**config.mk**
```make
export PLATFORM = sky130hd
export DESIGN_NAME = ext_mem_bridge
export DESIGN_NICKNAME = d
export VERILOG_FILES = /design/src/rtl/ext_mem_bridge.sv
export SDC_FILE = /design/constraint.sdc
export NUM_CORES = 1
export LEC_CHECK = 0
export ABC_AREA = 1
export BUFFER_PORTS_ARGS = -buffer_cell sky130_fd_sc_hd__buf_2
export CORE_MARGIN = 4
export CORE_UTILIZATION = 30
export DETAILED_ROUTE_END_ITERATION = 16
export GPL_TIMING_DRIVEN = 0
export HOLD_SLACK_MARGIN = 0.08
export SYNTH_ARGS = -nofsm -noshare
export SYNTH_HDL_FRONTEND = slang
export SYNTH_SLANG_ARGS = --single-unit
```
**constraint.sdc**
```tcl
create_clock -name clk -period 2.5 [get_ports clk]
set_input_delay 0.375 -clock clk [delete_from_list [all_inputs] [get_ports clk]]
set_output_delay 0.375 -clock clk [all_outputs]
set_load 0.01 [all_outputs]
```
**src/rtl/ext_mem_bridge.sv**
```systemverilog
// ext_mem_bridge
// Bridges a 16-bit CPU word interface to an 8-bit multiplexed address/data
// bus. Each transaction sends two address phases (high byte, then low byte)
// with ALE asserted. It then runs one or two byte-wide data phases, each
// gated by a device acknowledge and guarded by a wait-cycle timeout.
//
// Ports
//   clk, reset            single clock, synchronous active-high reset
//   adr, memOut           CPU word address / write data (sampled on accept)
//   memwrite_a/b          byte write strobes (low / high byte)
//   memread               full-word read request
//   memdata               read data returned to the CPU (held between reads)
//   busy, done, err       transaction status; err is qualified by done
//   ext_ad_out/oe/in      multiplexed bus output value, drive enable, input
//   ext_ale               address latch enable
//   ext_we_n, ext_oe_n    active-low write / read strobes
//   ext_bsel              byte select (1 = high byte)
//   ext_ack               device acknowledge for the current data phase
module ext_mem_bridge #(
  parameter int TIMEOUT = 255
) (
  input  logic        clk,
  input  logic        reset,
  input  logic [15:0] adr,
  input  logic [15:0] memOut,
  input  logic        memwrite_a,
  input  logic        memwrite_b,
  input  logic        memread,
  output logic [15:0] memdata,
  output logic        busy,
  output logic        done,
  output logic        err,
  output logic [7:0]  ext_ad_out,
  output logic        ext_ad_oe,
  input  logic [7:0]  ext_ad_in,
  output logic        ext_ale,
  output logic        ext_we_n,
  output logic        ext_oe_n,
  output logic        ext_bsel,
  input  logic        ext_ack
);

  typedef enum logic [2:0] {
    IDLE, ADDR_HI, ADDR_LO, WR_HI, WR_LO, RD_HI, RD_LO, DONE
  } state_t;

  localparam logic [8:0] TO_LIM = 9'(TIMEOUT);

  state_t      state_q, state_d;
  logic [7:0]  cnt_q, cnt_d;
  logic [15:0] adr_q, adr_d;
  logic [15:0] wdata_q, wdata_d;
  logic        wa_q, wa_d;
  logic        wb_q, wb_d;
  logic [15:0] memdata_q, memdata_d;
  logic        busy_q, busy_d;
  logic        done_q, done_d;
  logic        err_q, err_d;
  logic [7:0]  ad_out_q, ad_out_d;
  logic        ad_oe_q, ad_oe_d;
  logic        ale_q, ale_d;
  logic        we_n_q, we_n_d;
  logic        oe_n_q, oe_n_d;
  logic        bsel_q, bsel_d;

  logic        wait_exp;
  logic        timeout;

  // The current low-ack cycle is the TIMEOUT-th one, so abort this phase.
  assign wait_exp = (9'(cnt_q) + 9'd1) >= TO_LIM;

  always_comb begin
    state_d   = state_q;
    cnt_d     = cnt_q;
    adr_d     = adr_q;
    wdata_d   = wdata_q;
    wa_d      = wa_q;
    wb_d      = wb_q;
    memdata_d = memdata_q;
    timeout   = 1'b0;

    unique case (state_q)
      IDLE: begin
        if (memread || memwrite_a || memwrite_b) begin
          adr_d   = adr;
          wdata_d = memOut;
          wa_d    = memwrite_a;
          wb_d    = memwrite_b;
          state_d = ADDR_HI;
        end
      end
      ADDR_HI: state_d = ADDR_LO;
      ADDR_LO: begin
        cnt_d = 8'd0;
        // Any write strobe selects the write path; a companion read is dropped.
        if (wb_q)      state_d = WR_HI;
        else if (wa_q) state_d = WR_LO;
        else           state_d = RD_HI;
      end
      WR_HI, WR_LO, RD_HI, RD_LO: begin
        if (ext_ack) begin
          cnt_d = 8'd0;
          case (state_q)
            WR_HI:   state_d = wa_q ? WR_LO : DONE;
            RD_HI: begin
              memdata_d[15:8] = ext_ad_in;
              state_d         = RD_LO;
            end
            RD_LO: begin
              memdata_d[7:0] = ext_ad_in;
              state_d        = DONE;
            end
            default: state_d = DONE;
          endcase
        end else if (wait_exp) begin
          cnt_d   = 8'd0;
          timeout = 1'b1;
          state_d = DONE;
          // A read that times out returns all ones, even if one byte arrived.
          if (state_q == RD_HI || state_q == RD_LO) memdata_d = 16'hFFFF;
        end else begin
          cnt_d = cnt_q + 8'd1;
        end
      end
      DONE:    state_d = IDLE;
      default: state_d = IDLE;
    endcase
  end

  // Outputs are decoded from the next state so that they are registered
  // alongside the state and are aligned with it.
  always_comb begin
    busy_d   = 1'b0;
    done_d   = 1'b0;
    err_d    = 1'b0;
    ad_out_d = 8'h00;
    ad_oe_d  = 1'b0;
    ale_d    = 1'b0;
    we_n_d   = 1'b1;
    oe_n_d   = 1'b1;
    bsel_d   = 1'b0;

    unique case (state_d)
      ADDR_HI: begin
        busy_d   = 1'b1;
        ad_out_d = adr_d[15:8];
        ad_oe_d  = 1'b1;
        ale_d    = 1'b1;
      end
      ADDR_LO: begin
        busy_d   = 1'b1;
        ad_out_d = adr_d[7:0];
        ad_oe_d  = 1'b1;
        ale_d    = 1'b1;
      end
      WR_HI: begin
        busy_d   = 1'b1;
        ad_out_d = wdata_d[15:8];
        ad_oe_d  = 1'b1;
        we_n_d   = 1'b0;
        bsel_d   = 1'b1;
      end
      WR_LO: begin
        busy_d   = 1'b1;
        ad_out_d = wdata_d[7:0];
        ad_oe_d  = 1'b1;
        we_n_d   = 1'b0;
      end
      RD_HI: begin
        busy_d = 1'b1;
        oe_n_d = 1'b0;
        bsel_d = 1'b1;
      end
      RD_LO: begin
        busy_d = 1'b1;
        oe_n_d = 1'b0;
      end
      DONE: begin
        done_d = 1'b1;
        err_d  = timeout;
      end
      default: ;
    endcase
  end

  always_ff @(posedge clk) begin
    if (reset) begin
      state_q   <= IDLE;
      cnt_q     <= 8'd0;
      wa_q      <= 1'b0;
      wb_q      <= 1'b0;
      memdata_q <= 16'h0000;
      busy_q    <= 1'b0;
      done_q    <= 1'b0;
      err_q     <= 1'b0;
      ad_out_q  <= 8'h00;
      ad_oe_q   <= 1'b0;
      ale_q     <= 1'b0;
      we_n_q    <= 1'b1;
      oe_n_q    <= 1'b1;
      bsel_q    <= 1'b0;
    end else begin
      state_q   <= state_d;
      cnt_q     <= cnt_d;
      wa_q      <= wa_d;
      wb_q      <= wb_d;
      memdata_q <= memdata_d;
      busy_q    <= busy_d;
      done_q    <= done_d;
      err_q     <= err_d;
      ad_out_q  <= ad_out_d;
      ad_oe_q   <= ad_oe_d;
      ale_q     <= ale_d;
      we_n_q    <= we_n_d;
      oe_n_q    <= oe_n_d;
      bsel_q    <= bsel_d;
    end
  end

  // Request payload: only meaningful once a request has been accepted.
  always_ff @(posedge clk) begin
    adr_q   <= adr_d;
    wdata_q <= wdata_d;
  end

  assign memdata    = memdata_q;
  assign busy       = busy_q;
  assign done       = done_q;
  assign err        = err_q;
  assign ext_ad_out = ad_out_q;
  assign ext_ad_oe  = ad_oe_q;
  assign ext_ale    = ale_q;
  assign ext_we_n   = we_n_q;
  assign ext_oe_n   = oe_n_q;
  assign ext_bsel   = bsel_q;

endmodule
```
==> flow_metrics.tcl, run 1 <==
set metrics [dict create \
    total_of_hold_buffers_inserted_after_clock_tree_synthesis 0 \
    setup.reg_to_reg.worst_slack_ns 0.29 \
    clk_transition_reported_paths_ns 0.08 \
    timing.critical_path.mode_cell "sky130_fd_sc_hd__nand2_1" \
    timing_max_transition_violations_final 0 \
    rr_worst_depth 14 \
    final_core_utilization 0.390 \
    post_route_cells_drive_above_1_share 0.254 \
    hpwl_um 5970 \
    slowest_stage "sky130_fd_sc_hd__dfxtp_1" \
    first_pass_iters 4 \
    global_route.overflow_total 0 \
    cts_inserted_buffers 9 \
    core_area_sq_mm 0.00986 \
    path_max_fanout 10 \
    design.final.nets 563 \
    die_area_sq_mm 0.0119 \
    max-cap-violations 0 \
    setup.worst_path.end_class "flip-flop" \
    worst_setup_path_endpoint "ext_ad_out[7]" \
    syn_nets 476 \
    holdCritPathClass "primary input to flip-flop" \
    starting_density_of_the_core 0.311 \
    yosys_warnings 0 \
    post_drt_wl_per_cell_um 12.1 \
    netlist.top_cell.by_area "sky130_fd_sc_hd__dfxtp_1" \
    netlist.area_leader.share 0.450 \
    final_critical_path_setup_slack_ns 0.292 \
    netlist_area_sq_mm 0.00307 \
    peakVddDrop_mv 0.584 \
    worst_setup_sp_type "flip-flop" \
    synth_area_per_cell_sq_um 7.17 \
    setup_violations 0 \
    diodes 0 \
    antenna_violations_before_repair 0 \
    cts-root-to-sink-buffers 2 \
    critical_path.reg2reg.endpoint "ext_ad_out[7]" \
    wire_length_of_the_first_global_routing_pass_um 13100 \
    worstMarginPinSlew_ns 0.696 \
    timing.critical_path.arrival_ns 2.49 \
    place.gp.congestion 0.837 \
    dieWidth_um 109 \
    ctsResizeCount 0 \
    final-hold-violation-count 0 \
    cp_cell_sequence "inv_1 > ha_1 > o21bai_1 > nand3_1 > nor2_1 > nand3_2 > nand4_1 > nand2_1 > nand2_1 > buf_6 > nand4_1 > nand3_1 > nand2_1 > inv_1" \
    cts_tree "yes" \
    worstReg2RegStart "cnt_q[0]" \
    die_height_um 109 \
    cts_max_level 3 \
    cts_root_buf "sky130_fd_sc_hd__clkbuf_8" \
    post_cts_setup_buffer_count 0 \
    area.growth.synth_to_final_pct 25.4 \
    clk-insertion-delay-late_ns 0.34 \
    routed_wirelength_um 7890 \
    std_cell_rows 36 \
    seq_area_frac_synth 0.450 \
    power_leakage_nw 1.86 \
    vias_per_cell 4.43 \
    synthCells 428 \
    io-pin-count 78 \
    dr.first_iter.drc_count 128 \
    slew_headroom 0.534 \
    pre_cts_slack_ns 0.327 \
    synth-seq-cells 69 \
    grt_start_max_net_pins 14 \
    remaining_drc_errors 0 \
    rsz0062_at_grt "false" \
    postRouteAntennaNets 0 \
    worst_setup_path_startpoint "cnt_q[0]" \
    result_of_the_run "finished, final reports clean" \
    detailroute.via_count 2895 \
    clock.fmax_mhz 453 \
    critical-path-max-stage-delay_ns 0.38 \
    final.setup_skew_ns 0.0102 \
    synth.area.top_cells "sky130_fd_sc_hd__dfxtp_1 45%, sky130_fd_sc_hd__nand2_1 18%, sky130_fd_sc_hd__nand3_1 6.2%, sky130_fd_sc_hd__inv_1 5.5%, sky130_fd_sc_hd__a21oi_1 4.6%" \
    cts_sinks 69 \
    worst-endpoint-required_ns 2.79 \
    number_of_global_route_vias_before_repair 2819 \
    finalCritPeriodShare 0.883 \
    filler_cell_count 1058 \
    placement.io_buffers 76 \
    timing.final.crit_period_ns 2.21 \
    fin_setup_tns_ns 0 \
    pwr_density_cell_mw_per_mm2 1220 \
    ys_types 28 \
    grtUsageTotal 0.139 \
    pwr_total_mw 4.69 \
    worstSetupPathType "flip-flop to flip-flop" \
    min_from "memOut[10]" \
]
==> stage by stage <==
step | cell area (sq um) | instances | hold slack [ns]
floorplan | 3070 | 428 | 0.416
global placement | 3620 | 637 | 0.427
detailed placement | 3620 | 637 | 0.431
CTS | 3850 | 653 | 0.223
global route | 3850 | 653 | 0.245
finish | 3850 | 653 | 0.242
==> synth_stat cells <==
cell type                  number
sky130_fd_sc_hd__nand2_1      151
sky130_fd_sc_hd__dfxtp_1       69
sky130_fd_sc_hd__inv_1         45
sky130_fd_sc_hd__nand3_1       38
sky130_fd_sc_hd__a21oi_1       28
sky130_fd_sc_hd__o21ai_0       13
sky130_fd_sc_hd__nand4_1       11
sky130_fd_sc_hd__nor2_1        10
sky130_fd_sc_hd__clkbuf_1       9
sky130_fd_sc_hd__or2_2          8
sky130_fd_sc_hd__buf_2          6
sky130_fd_sc_hd__inv_2          5
sky130_fd_sc_hd__nand2_2        4
sky130_fd_sc_hd__nor3_1         4
sky130_fd_sc_hd__o21ai_1        4
sky130_fd_sc_hd__buf_6          3
sky130_fd_sc_hd__nand3_2        3
sky130_fd_sc_hd__nor2_4         3
sky130_fd_sc_hd__ha_1           2
sky130_fd_sc_hd__nand3_4        2
sky130_fd_sc_hd__nor3_2         2
sky130_fd_sc_hd__o21bai_1       2
sky130_fd_sc_hd__a21oi_2        1
sky130_fd_sc_hd__nand2_4        1
sky130_fd_sc_hd__nand3b_1       1
sky130_fd_sc_hd__nor2_2         1
sky130_fd_sc_hd__nor2_8         1
sky130_fd_sc_hd__or2_1          1
==> kinds of logic after synthesis <==
kind of cell	after synthesis	share of synthesized area
AO/OA/AOI/OAI	48	0.0811
adder cells (fa/ha/maj)	2	0.00815
buffers and inverters	68	0.0929
flip-flops	69	0.450
AND/OR/NAND/NOR	241	0.368
==> per-layer routing <==
layer  share of wire  vias up  wire (um)  global-route usage
met5               0        -          0                   0
met4          0.0048        0         38              0.0271
met3           0.064        5        507              0.0385
met2            0.47       87       3730               0.234
met1            0.46     1271       3610               0.178
li1                -     1532          -                   -
==> cell usage in the layout, fill, tap and decap left out, types with 3 or more instances in the layout <==
| cell type | instances |
|---|---|
| sky130_fd_sc_hd__nor2_1 | 10 |
| sky130_fd_sc_hd__o21ai_1 | 4 |
| sky130_fd_sc_hd__inv_1 | 45 |
| sky130_fd_sc_hd__nand3_1 | 38 |
| sky130_fd_sc_hd__clkbuf_8 | 10 |
| sky130_fd_sc_hd__nand4_1 | 11 |
| sky130_fd_sc_hd__buf_6 | 3 |
| sky130_fd_sc_hd__nand2_2 | 4 |
| sky130_fd_sc_hd__nor3_1 | 4 |
| sky130_fd_sc_hd__nor2_4 | 3 |
| sky130_fd_sc_hd__a21oi_1 | 28 |
| sky130_fd_sc_hd__clkbuf_1 | 9 |
| sky130_fd_sc_hd__o21ai_0 | 13 |
| sky130_fd_sc_hd__nand2_1 | 151 |
| sky130_fd_sc_hd__or2_2 | 8 |
| sky130_fd_sc_hd__nand3_2 | 3 |
| sky130_fd_sc_hd__buf_2 | 82 |
| sky130_fd_sc_hd__inv_2 | 5 |
| sky130_fd_sc_hd__dfxtp_1 | 69 |
==> worst min path at each step <==
stage                  endpoint  slack, ns  depth (start not counted)
CTS                 wdata_q[10]       0.22                          3
finish              wdata_q[10]       0.24                          3
detailed placement     adr_q[5]       0.43                          2
global route           adr_q[1]       0.24                          3
global placement    wdata_q[14]       0.43                          2
floorplan              adr_q[0]       0.42                          2
==> cell type report <==
class                           instances  area (sq um)  area share
Clock buffer                           10           138      0.0358
Inverter                               50           188      0.0488
Sequential cell                        69          1380       0.359
Timing Repair Buffer                   76           380      0.0989
Clock inverter                          6          93.8      0.0244
Buffer                                 18          97.6      0.0254
Multi-Input combinational cell        291          1400       0.365
Tap cell                              133           166      0.0433
==> flip-flops by register name (all words and copies together) (netlist names) <==
register,count
memdata,16
wdata_q,16
adr_q,8
cnt_q,8
ext_ad_out,8
state_q,3
busy,1
done,1
err,1
ext_ad_oe,1
ext_ale,1
ext_bsel,1
ext_oe_n,1
ext_we_n,1
wa_q,1
wb_q,1
==> where the power goes <==
part,internal [mW],switching (mW)
combinational,0.670,1.41
clock,0.598,0.448
sequential,1.45,0.112
==> critical path: cells and delay by family (launching register included) <==
kind	cells	cell delay (ns)
flip-flops	1	0.38
adder cells (fa/ha/maj)	1	0.32
AND/OR/NAND/NOR	9	1.00
buffers and inverters	3	0.34
AO/OA/AOI/OAI	1	0.13
No activity file was read; power rests on OpenSTA's default activity.
==> inputs of run 2 (changes only) <==
--- a/config.mk
+++ b/config.mk
@@ -5,7 +5,6 @@
 export SDC_FILE = /design/constraint.sdc
 export NUM_CORES = 1
 export LEC_CHECK = 0
-export ABC_AREA = 1
 export BUFFER_PORTS_ARGS = -buffer_cell sky130_fd_sc_hd__buf_2
 export CORE_MARGIN = 4
 export CORE_UTILIZATION = 30
==> run 2 against run 1 <==
  * Sequential share of layout area shrank 2.4 points
  * Cell area up 7.8%
  * Count of clock-buffer cells in the layout did not move
  * Hold slack hardly changed
  * Power is 20% lower
  * Critical endpoint unchanged
  * Largest cell class unchanged
  * Highest routed layer unchanged
==> flow_metrics.tcl, run 2 <==
set metrics [dict create \
    placement.io_buffers 76 \
    top_cells_by_instance_count_after_synthesis "80 x sky130_fd_sc_hd__nand2_1, 69 x sky130_fd_sc_hd__dfxtp_1, 35 x sky130_fd_sc_hd__nor2_1, 23 x sky130_fd_sc_hd__a21oi_1, 20 x sky130_fd_sc_hd__nand2b_1" \
    yosys_warnings 0 \
    antenna_violations_before_repair 0 \
    post_route_cells_drive_above_1_share 0.353 \
    critical-path-max-stage-delay_ns 0.43 \
    diodes 0 \
    worstMarginPinSlew_ns 0.878 \
    setup_violations 0 \
    die_area_sq_mm 0.0117 \
    first_pass_iters 6 \
    power_leakage_nw 1.91 \
    pwr_density_cell_mw_per_mm2 901 \
    post_drt_wl_per_cell_um 14.3 \
    slowest_stage "sky130_fd_sc_hd__a2111o_1" \
    yosysMostFrequentCell "sky130_fd_sc_hd__nand2_1" \
    total_of_hold_buffers_inserted_after_clock_tree_synthesis 0 \
    ys_async_sr_fraction 0 \
    remaining_drc_errors 0 \
    pwr_total_mw 3.74 \
    dr.first_iter.drc_count 215 \
    vias_per_cell 4.78 \
    postSynth.topFlopCell "sky130_fd_sc_hd__dfxtp_1" \
    cts_tree "yes" \
    pre_cts_slack_ns -0.247 \
    die_height_um 108 \
    seq_area_frac_synth 0.458 \
    finalCritPeriodShare 0.982 \
    final_critical_path_setup_slack_ns 0.0448 \
    mostFrequentLayoutCell "sky130_fd_sc_hd__nand2_1" \
    worst_setup_sp_type "flip-flop" \
    grt_start_max_net_pins 14 \
    setup.worst_path.end_class "flip-flop" \
    p_int_mw 2.41 \
    worstSetupPathType "flip-flop to flip-flop" \
    whs_ns 0.242 \
    max-cap-violations 0 \
    synth.area.top_cells "sky130_fd_sc_hd__dfxtp_1 46%, sky130_fd_sc_hd__nand2_1 10%, sky130_fd_sc_hd__mux2i_1 5.3%, sky130_fd_sc_hd__nor2_1 4.4%, sky130_fd_sc_hd__nand2b_1 4.1%" \
    netlist.top_cell.by_area "sky130_fd_sc_hd__dfxtp_1" \
    clock.fmax_mhz 407 \
    io-pin-count 78 \
    wire_length_of_the_first_global_routing_pass_um 13300 \
    placed_cells_incl_taps 562 \
    cts_root_buf "sky130_fd_sc_hd__clkbuf_8" \
    synth-seq-cells 69 \
    peakVddDrop_mv 0.346 \
    cts-root-to-sink-buffers 2 \
    layoutNonFillerInstCount 595 \
    synthCells 353 \
    rsz0062_at_grt "true" \
    combPwrFrac 0.351 \
    holdCritPathClass "primary input to flip-flop" \
    mostFrequentLayoutCells "80 x sky130_fd_sc_hd__nand2_1, 76 x sky130_fd_sc_hd__buf_2, 66 x sky130_fd_sc_hd__dfxtp_1" \
    cts_max_level 3 \
    power.share.sequential 0.399 \
    dieWidth_um 108 \
    grtUsageTotal 0.143 \
    result_of_the_run "finished, final reports clean" \
    hpwl_um 5850 \
    core_area_sq_mm 0.00977 \
    design.final.nets 505 \
    final-hold-violation-count 0 \
    timing.critical_path.arrival_ns 2.73 \
    global_route.overflow_total 0 \
    std_cell_rows 36 \
    number_of_global_route_vias_before_repair 2770 \
    fin_setup_tns_ns 0 \
    cts_sinks 69 \
    synth_area_per_cell_sq_um 8.55 \
    sw_frac_of_total 0.357 \
    synth_edf_count 0 \
    cts_inserted_buffers 9 \
    final.setup_skew_ns 0.00851 \
    starting_density_of_the_core 0.309 \
    path_max_fanout 7 \
    clk_transition_reported_paths_ns 0.08 \
    postRouteAntennaNets 0 \
    area.growth.synth_to_final_pct 37.5 \
    detailroute.via_count 2846 \
    syn_nets 401 \
    routed_wirelength_um 8500 \
    timing.critical_path.buf_inv 1 \
    place.gp.congestion 0.832 \
    timing.final.crit_period_ns 2.46 \
    netlist_area_sq_mm 0.00302 \
    clk-insertion-delay-late_ns 0.34 \
    slew_headroom 0.410 \
    worst-endpoint-required_ns 2.77 \
    ys_types 50 \
    critPathTopFamily "compound AO/OA/AOI/OAI gates" \
    total_switching_power_mw 1.33 \
    netlist.area_leader.share 0.458 \
    clockPowerShare 0.250 \
    timing_max_transition_violations_final 0 \
    cp_cell_sequence "ha_4 > xor2_1 > o2111a_2 > nand2_1 > a2111o_1 > or3_4 > a31o_4 > buf_6 > a21oi_2" \
]
## run 2: worst register-to-register path, delay by kind of cell, from the launching register on
kind | cells | cell delay (ns)
buf+inv | 1 | 0.13
flops | 1 | 0.39
simple gates | 2 | 0.49
xor+xnor | 1 | 0.15
compound gates | 4 | 1.04
fa+ha+maj | 1 | 0.18
## run 2: repair_timing
action / in CTS / in global routing
pin swaps: 8 / 13
setup endpoints to repair: 28 / 33
buffers inserted: 10 / 9
gates resized for setup: 18 / 30
cloned: 1 / 0
## run 2: through the flow
stage / utilization / area (sq um)
after floorplan: - / 3060
after global placement: 0.369 / 3600
after detailed placement: 0.369 / 3600
after CTS: 0.406 / 3970
after global routing: 0.424 / 4150
final: 0.424 / 4150
## run 2: power by group through the flow
stage / combinational, mW / sequential [mW] / clock [mW]
global route: 1.46 / 1.52 / 1.01
floorplan: 0.761 / 1.54 / 0
detailed placement: 1.14 / 1.52 / 0
global placement: 1.12 / 1.51 / 0
finish: 1.31 / 1.49 / 0.937
CTS: 1.24 / 1.49 / 0.969
## run 2: worst paths after layout
check | start | to | slack [ns] | depth (start not counted)
min reg2reg | adr_q[4] | adr_q[4] | 0.46 | 2
min | adr[4] | adr_q[4] | 0.24 | 3
max | cnt_q[1] | ext_ad_out[7] | 0.04 | 9
max reg2reg | cnt_q[1] | ext_ad_out[7] | 0.04 | 9
## run 2: layer usage
| layer | global-route usage | part of all wire | up-vias |
|---|---|---|---|
| met5 | 0 | 0 | - |
| met4 | 0.0370 | 0.0044 | 0 |
| met3 | 0.0430 | 0.083 | 6 |
| met2 | 0.249 | 0.47 | 109 |
| met1 | 0.171 | 0.44 | 1305 |
| li1 | - | - | 1426 |
## run 2: final cells by class
| type | instances | area, sq um |
|---|---|---|
| tap | 133 | 166 |
| timing repair buffer | 96 | 559 |
| multi-input combinational | 255 | 1700 |
| clock buffer | 10 | 138 |
| clock inverter | 6 | 70.1 |
| sequential | 69 | 1390 |
| inverter | 5 | 18.8 |
| fill | 1012 | 5630 |
| buffer | 21 | 106 |
## run 2: cell families (layout without fill, tap and decap cells)
logic type / Yosys count / after routing / share of synthesized area
xor gates and xnor gates: 5 / 5 / 0.0145
buffers and inverters: 29 / 138 / 0.0469
and+or+nand+nor: 166 / 166 / 0.260
muxes: 16 / 16 / 0.0531
AOI/OAI and AO/OA: 66 / 66 / 0.159
DFF: 69 / 69 / 0.458
adders and majority gates: 2 / 2 / 0.00829
